## src/rtl/reduce_stream.sv

```systemverilog
// Streaming OR/AND/XOR frame reducer with valid/ready on both sides.
// Optional per-frame popcount output enabled by REDUCE_STREAM_POPCNT_EN.
module reduce_stream #(
  parameter int WIDTH    = 4,
  parameter int CNT_W    = 8,
  parameter int MODE_DEF = 0
) (
  input  logic             clk,
  input  logic             rst,
  input  logic [WIDTH-1:0] in_data,
  input  logic [1:0]       in_mode,
  input  logic             in_last,
  input  logic             in_valid,
  output logic             in_ready,
  output logic             out_result,
  output logic [CNT_W-1:0] out_count,
  output logic             out_valid,
  input  logic             out_ready
`ifdef REDUCE_STREAM_POPCNT_EN
 ,output logic [CNT_W+$clog2(WIDTH+1)-1:0] out_popcnt
`endif
);

  typedef enum logic [1:0] {
    IDLE = 2'd0,
    ACC  = 2'd1,
    DONE = 2'd2
  } state_t;

  state_t           state_q, state_d;
  logic             live_q;
  logic [1:0]       mode_q, mode_d;
  logic             acc_q, acc_d;
  logic [CNT_W-1:0] count_q, count_d;

  logic       xfer;
  logic [1:0] mode_in;
  logic [1:0] mode_use;
  logic       wres;

  function automatic logic word_red(
    input logic [1:0]       m,
    input logic [WIDTH-1:0] d
  );
    case (m)
      2'd1:    return &d;
      2'd2:    return ^d;
      default: return |d;
    endcase
  endfunction

  function automatic logic acc_op(
    input logic [1:0] m,
    input logic       a,
    input logic       b
  );
    case (m)
      2'd1:    return a & b;
      2'd2:    return a ^ b;
      default: return a | b;
    endcase
  endfunction

  assign xfer     = in_valid & in_ready;
  assign mode_in  = (in_mode == 2'd3) ? 2'(MODE_DEF) : in_mode;
  assign mode_use = (state_q == IDLE) ? mode_in : mode_q;
  assign wres     = word_red(mode_use, in_data);

  always_ff @(posedge clk or posedge rst) begin
    if (rst) begin
      state_q <= IDLE;
      live_q  <= 1'b0;
    end else begin
      state_q <= state_d;
      live_q  <= 1'b1;
    end
  end

  always_comb begin
    state_d = state_q;
    case (state_q)
      IDLE: if (xfer) state_d = in_last ? DONE : ACC;
      ACC:  if (xfer && in_last) state_d = DONE;
      DONE: if (out_ready) state_d = IDLE;
      default: state_d = IDLE;
    endcase
  end

  // in_ready stays low until the first edge after reset release
  always_comb begin
    in_ready   = live_q & (state_q != DONE);
    out_valid  = (state_q == DONE);
    out_result = out_valid & acc_q;
    out_count  = out_valid ? count_q : '0;
  end

  always_comb begin
    mode_d  = mode_q;
    acc_d   = acc_q;
    count_d = count_q;
    if (xfer) begin
      if (state_q == IDLE) begin
        mode_d  = mode_in;
        acc_d   = wres;
        count_d = CNT_W'(1);
      end else begin
        acc_d   = acc_op(mode_q, acc_q, wres);
        count_d = (&count_q) ? count_q : count_q + CNT_W'(1);
      end
    end
  end

  always_ff @(posedge clk or posedge rst) begin
    if (rst) begin
      mode_q  <= 2'd0;
      acc_q   <= 1'b0;
      count_q <= '0;
    end else begin
      mode_q  <= mode_d;
      acc_q   <= acc_d;
      count_q <= count_d;
    end
  end

`ifdef REDUCE_STREAM_POPCNT_EN
  localparam int PW = CNT_W + $clog2(WIDTH + 1);

  logic [PW-1:0] pop_q, pop_d;
  logic [PW-1:0] wpop;

  always_comb begin
    wpop = '0;
    for (int i = 0; i < WIDTH; i++) begin
      wpop = wpop + PW'(in_data[i]);
    end
  end

  always_comb begin
    pop_d = pop_q;
    if (xfer) begin
      pop_d = (state_q == IDLE) ? wpop : pop_q + wpop;
    end
  end

  always_ff @(posedge clk or posedge rst) begin
    if (rst) pop_q <= '0;
    else     pop_q <= pop_d;
  end

  assign out_popcnt = out_valid ? pop_q : '0;
`endif

endmodule

```

## config.mk

```make
export PLATFORM = sky130hd
export DESIGN_NAME = reduce_stream
export DESIGN_NICKNAME = d
export VERILOG_FILES = /design/src/rtl/reduce_stream.sv
export SDC_FILE = /design/constraint.sdc
export NUM_CORES = 1
export LEC_CHECK = 0
export ABC_AREA = 1
export ABC_CLOCK_PERIOD_IN_PS = 2900
export CAP_MARGIN = 20
export CORE_ASPECT_RATIO = 0.7
export CORE_UTILIZATION = 50
export CTS_CLUSTER_SIZE = 25
export DETAILED_ROUTE_END_ITERATION = 7
export PLACE_DENSITY = 0.78
export SLEW_MARGIN = 5
export SYNTH_ARGS = -nofsm -noshare
export SYNTH_HDL_FRONTEND = slang
export SYNTH_SLANG_ARGS = --single-unit
```

## constraint.sdc

```tcl
create_clock -name clk -period 2.9 [get_ports clk]
set_clock_uncertainty 0.2 [all_clocks]
set_input_delay 0.725 -clock clk [delete_from_list [all_inputs] [get_ports clk]]
set_output_delay 0.725 -clock clk [all_outputs]
set_load 0.01 [all_outputs]
```

==> summary.txt <==
STA
  • Period utilization: 0.9244
  • Worst slew margin: 0.6446
  • Final hold violations: 0
  • FMAX: 373.0 MHz
  • Worst Tran Pin Value: 532.5 ps
  • RSZ-0062 raised after global routing: false
  • Final min period: 2681 ps
  • Total negative slack: 0 ps
  • Setup violators final: 0
  • Slew Viols, Final: 0

Clocking
  • Root Buffer: clkbuf_4
  • Clock tree buffer depth: 2
  • CTS tree: done
  • Post-CTS setup buffers: 0
  • Clock tree sinks: 14
  • CTS Hold Bufs: 0
  • Clk_lat worst skew: 280 ps
  • Number of buffers created by CTS: 3
  • Post-CTS Resized: 0
  • H-tree depth: 1
  • Clock-pin slew on the worst setup and hold paths: 80 ps

Yosys
  • Count of different cell masters after synthesis: 24
  • Ys Warns: 0
  • Synthesized cell area: 1094 um^2
  • Yosys reg bits: 14
  • Net count after synthesis: 176
  • Sequential fraction of the synthesis area: 0.3204
  • Post-Syn Instances: 154
  • Syn_area_per_cell: 7.101 um^2

Pwr
  • Power density over the cells: 479.7 nW/um^2
  • P_int: 386.5 uW
  • Clk pwr share: 0.168
  • Switching share of power: 0.3993
  • Flop pwr share: 0.410
  • Switching pwr: 256.9 uW
  • Worst vdd ir: 0.3463 mV
  • Combinational power share: 0.422
  • Leakage: 0.0006618 uW

Place
  • Post-DP HPWL: 1868 um
  • # port buffers: 21
  • RD Place Congestion: 0.8032

Critical path
  • Worst Reg2Reg Path Length in Cells: 17
  • CP max stage cell: clkdlybuf4s50_1
  • Cell chain of the critical path: clkdlybuf4s50_1 > nand3_1 > o21ai_0 > inv_1 > ha_1 > inv_1 > nand2_1 > inv_1 > nand2_1 > nand2_1 > ha_1 > nand2_1 > nand2_1 > nand2_1 > a21oi_1 > nand2_1 > nand2_1
  • Worst Path Required: 2930 ps
  • Logic depth of the worst setup path including buffers: 17
  • Worst path arrival time: 2710 ps
  • Startpoint Class: input port
  • Crit Path Max Fanout: 3
  • CP Class: in2reg
  • Most frequent CP cell: nand2_1
  • CP bufs+invs: 4
  • Delay-heaviest family, CP: buffers and inverters
  • Crit path largest cell delay: 470 ps
  • CP endpoint kind: register

Flow run
  • Max cap viols: 0

Global route
  • GRT Overall Usage: 0.2183
  • Initial antenna violation count: 0
  • Grt ovf: 0
  • Largest net degree at the start of global routing: 15
  • First-pass GRT wire length: 3691 um
  • Vias in the first global route: 850

Floorplan
  • Die area: 2381 um^2
  • Row cnt: 13
  • Die Ht: 41.13 um
  • Die width: 57.90 um
  • Ports: 22
  • Initial Util: 0.5603
  • Core Box Area: 1952 um^2

Cells and area
  • Commonest non-fill, non-tap cell in the layout: nand2_1
  • Number of nets in the layout: 201
  • Most frequent cells in the layout: 38 x nand2_1, 30 x inv_1, 21 x clkdlybuf4s50_1
  • Share of layout cells above drive strength 1: 0.09040
  • Area grow syn2layout: 22.65%
  • Ant diodes: 0
  • Final Util: 0.6872

Route
  • DRC violations left: 1
  • Via Count: 1004
  • Vias/cell: 5.045
  • Routed WL: 2335 um
  • Final antenna-violating net count: 0
  • DRT Pass-1 Iters: 6
  • Initial DRC count: 22
  • DR WL/cell: 11.73 um

Outcome
  • Status: complete, but fails checks
  • Failing checks: DRC

Hold path
  • Worst hold path type: reg2reg
  • Hold Path Depth: 2
-- sequential cells by signal, summed over array words and instances (netlist names) --
| name | cells |
|---|---|
| acc_q | 1 |
| count_q | 8 |
| live_q | 1 |
| state_q | 2 |
| mode_q | 2 |
-- worst paths after layout --
check,to,slack [ps],startpoint
max in group asynchronous,mode_q[0],1570,rst
hold reg to reg,acc_q,320,acc_q
setup reg to reg,acc_q,430,state_q[1]
min in group asynchronous,count_q[2],580,rst
hold / removal,acc_q,320,acc_q
setup / recovery,acc_q,220,in_mode[0]
-- metal layers --
| layer | track usage | part of all wire | vias up |
|---|---|---|---|
| li1 | - | - | 515 |
| met1 | 0.2581 | 0.47 | 462 |
| met2 | 0.4195 | 0.49 | 25 |
| met3 | 0.05678 | 0.043 | 2 |
| met4 | 0.03571 | 0.0043 | 0 |
| met5 | 0 | 0 | - |
-- logic make-up (layout without fill, tap and decap cells) --
logic type,Yosys count,in the layout,synth area share
AOI/OAI and AO/OA,17,17,0.09039
xor gates and xnor gates,2,2,0.01602
adders and majority gates,11,11,0.1259
buffers and inverters,34,57,0.1327
DFF,14,14,0.3204
other,1,1,0.003429
and+or+nand+nor,75,75,0.3112
-- synth_stat cells --
| library cell | n | area share |
|---|---|---|
| conb_1 | 1 | 0.0034 |
| clkinv_4 | 1 | 0.0080 |
| nor2_1 | 18 | 0.062 |
| dfrtp_1 | 14 | 0.32 |
| nor2_4 | 1 | 0.010 |
| nand2_4 | 1 | 0.010 |
| inv_2 | 1 | 0.0034 |
| a21oi_1 | 2 | 0.0092 |
| buf_8 | 1 | 0.014 |
| nand3_1 | 11 | 0.050 |
| nand4_1 | 1 | 0.0057 |
| o21ai_1 | 3 | 0.014 |
| nand3_4 | 1 | 0.016 |
| nand2_2 | 2 | 0.011 |
| nand2_1 | 38 | 0.13 |
| o21a_1 | 1 | 0.0069 |
| xor2_1 | 2 | 0.016 |
| ha_1 | 11 | 0.13 |
| buf_2 | 1 | 0.0046 |
| o21ai_0 | 8 | 0.037 |
| nor2_2 | 1 | 0.0057 |
| inv_1 | 30 | 0.10 |
| nand3_2 | 1 | 0.0092 |
| o21ai_2 | 3 | 0.024 |
-- through the flow --
step	cells	setup slack [ps]	power, uW	hold slack, ps	instance area (um^2)
after floorplan	154	498.6	453.1	276.9	1094
after global placement	196	19.57	517.9	295.8	1319
after detailed placement	196	-55.25	535.8	317.9	1319
after CTS	199	220.2	646.0	332.7	1341
after global routing	199	18.59	697.9	358.0	1341
final	199	219.3	643.4	324.0	1341
-- power by group through the flow --
stage	combinational, uW	clock [uW]	sequential (uW)
after CTS	272	111	263
after floorplan	193	0	260
after detailed placement	268	0	268
after global placement	253	0	265
after global routing	314	117	267
final	271	108	264
-- layout make-up --
type / instances / area, um^2
Multi-Input combinational cell: 106 / 598.1
Sequential cell: 14 / 350.3
Fill cell: 173 / 610.6
Tap cell: 22 / 27.53
Clock buffer: 3 / 22.52
Inverter: 32 / 125.1
Timing Repair Buffer: 22 / 217.7
-- worst min-delay path, delay by kind of cell (launching register included) --
kind / cells / cell delay, ps
DFF: 1 / 380
and+or+nand+nor: 2 / 110
(Power assumes the default switching activity.)
==> edit, RTL diff (config.mk and constraints unchanged) <==
Build with the macro `REDUCE_STREAM_POPCNT_EN` defined.
--- a/src/rtl/reduce_stream.sv
+++ b/src/rtl/reduce_stream.sv
@@ -1,5 +1,7 @@
 // Streaming OR/AND/XOR frame reducer with valid/ready on both sides.
 // Optional per-frame popcount output enabled by REDUCE_STREAM_POPCNT_EN.
+`define REDUCE_STREAM_POPCNT_EN
+
 module reduce_stream #(
   parameter int WIDTH    = 4,
   parameter int CNT_W    = 8,
Check against the original RTL (old outputs only; new: out_popcnt): equivalent (Yosys induction, for registers that start in step).
==> edit against the unedited design <==
- the flow now finishes without violations
- largest cell class unchanged
- final cell count increased by 78%
- highest routed layer unchanged
- utilization grew 0.25 points
- routed wire length grew 82%
- maximum frequency shrank 4.7%
- total power rose by 94%
- sequential cell count grew 11
- design area up 84%
- synthesized cell count is 72% higher
- worst setup slack lost 0.13 ns
- synthesized area is 73% higher
- die area is 70% higher
==> edit: results (changes against the unedited design) <==
Global routing
  • Initial antenna violation count: 0 (unchanged)
  • First-pass GRT wire length: 6850 µm (+86%)
  • Gr usage total: 0.228 (+0.0101)
  • Pin count of the biggest net entering global routing: 26 (+11)
  • Vias in the first global route: 1531 (+80%)
  • Grt ovf: 0 (unchanged)

Cells and area
  • Number of non-clock buffers: 41 (+86%)
  • Share of post-route cells with drive strength above 1: 0.187 (+0.0965)
  • Top Registers: pop_q x11, count_q x8
  • Clk cell area share: 0.0187 (+0.00195)
  • Area of the multi-input gates: 0.00117 mm² (+95%)
  • Number of non-clock inverters: 51 (+59%)
  • Nets: 335 (+67%)
  • Clock buf count: 3 (unchanged)
  • Seq cells: 25 (+11)
  • Data buffer area share: 0.151 (-0.0114)
  • Total area of sequential cells: 626 µm² (+79%)
  • Fillers: 294 (+70%)
  • Multi-input gate count: 184 (+74%)

Clocking
  • Setup Buffers After CTS: 0 (unchanged)
  • Post_cts resized: 14 (+14)
  • Clk buf depth: 2 (unchanged)
  • Clock root buffer: clkbuf_8
  • Reg clk slew, reported paths: 0.09 ns
  • Clk Latency, worst-skew pair: between 0.2 and 0.3 ns

Critical path
  • Crit-path max FO: 3 (unchanged)
  • Reg2reg start: state_q[1]$_DFFE_PP0P_
  • CP max-delay cell: fa_1
  • Largest delay share family, worst path: adder cells
  • Max incr delay on CP: 0.54 ns (+0.07 ns)
  • R2R Path End: acc_q$_DFFE_PP0P_
  • R2r worst-path depth: 16 (-1)
  • Reg2Reg Setup Slack: 0.29 ns (-0.14 ns)
  • Worst endpoint data arrival time: 2.81 ns (+0.10 ns)

Pwr
  • Max rail drop VDD: 0.360 mV (+3.9%)
  • Standby leakage power: 0.00113 µW (+71%)

Hold path
  • Min-Delay Path Class: reg2reg
  • WHS Endpoint: pop_q[10]$_DFFE_PP0P_
  • Hold path startpoint: pop_q[10]$_DFFE_PP0P_

Route
  • Drt initial violations: 52 (+140%)
  • DR pass1 iterations: 4 (-2)
  • DR vias: 1750 (+74%)
  • Drt wl/cell: 11.9 µm (+1.8%)

Yosys
  • Cells taking the most area after synthesis: dfrtp_1 33%, ha_1 11%, nand2_1 10%
  • Synth cell count leaders: 52 x nand2_1, 46 x inv_1, 39 x nor2_1, 25 x dfrtp_1, 20 x nand3_1
  • Post-synthesis cell type count: 32 (+33%)
  • Sequential share of the synthesized area: 0.330 (+0.00967)
  • YS warnings: 0 (unchanged)
  • Async SR Flop Fraction: 1.00 (unchanged)
  • Synth Net Count: 294 (+67%)

Placed design
  • HPWL after DPL: 3150 µm (+68%)
  • Gpl congestion: 0.805 (+0.25%)
  • Port Buffers: 32 (+52%)

Run status
  • Status: finished clean
-- edit: changes by cell type after synthesis, sizes merged, moves of 9 or more --
cell,delta
inv,+20
nor2,+19
nand2,+15
dfrtp,+11
nand3,+9
o21ai,+9
-- edit: power by group --
group	switching, µW	internal [µW]	leakage [µW]
combinational	315	260	0.000773
clock	112	96.2	0.0000255
sequential	60.1	408	0.000331
total	487	764	0.00113
-- edit: per-layer routing --
metal | global-route usage | share of wire | vias to the layer above
met4 | 0.0401 | 0.0028 | 0
li1 | - | - | 920
met1 | 0.306 | 0.50 | 780
met3 | 0.0533 | 0.053 | 2
met2 | 0.381 | 0.45 | 48
met5 | 0 | 0 | -
-- edit: metrics by stage --
step	std cells	power, µW	instance area, µm²	hold slack [ns]	setup WS, ns
3_3_place_gp	350	956	2360	0.289	-0.585
5_1_grt	355	1360	2470	0.344	0.00553
6_report	355	1250	2470	0.325	0.0873
4_1_cts	354	1180	2390	0.325	0.0222
3_5_place_dp	350	967	2360	0.304	-0.675
2_1_floorplan	265	824	1950	0.271	0.00461
-- edit: how the worst max path moves through the flow --
stage                          start                   end  depth (start not counted)
after floorplan           in_data[3]  pop_q[6]$_DFFE_PP0P_                         12
after global placement    in_data[3]  pop_q[6]$_DFFE_PP0P_                         13
after detailed placement  in_data[3]  pop_q[6]$_DFFE_PP0P_                         13
after CTS                 in_data[3]  pop_q[6]$_DFFE_PP0P_                         13
after global routing      in_data[1]  pop_q[6]$_DFFE_PP0P_                         13
final                     in_data[1]  pop_q[6]$_DFFE_PP0P_                         13
-- edit: cell families after synthesis --
group	count (synthesis)	synth area share
other	1	0.00198
flip-flops	25	0.330
AO/OA/AOI/OAI	37	0.117
AND/OR/NAND/NOR	126	0.295
XOR/XNOR	2	0.00924
adder cells (fa/ha/maj)	18	0.127
buffers and inverters	56	0.119
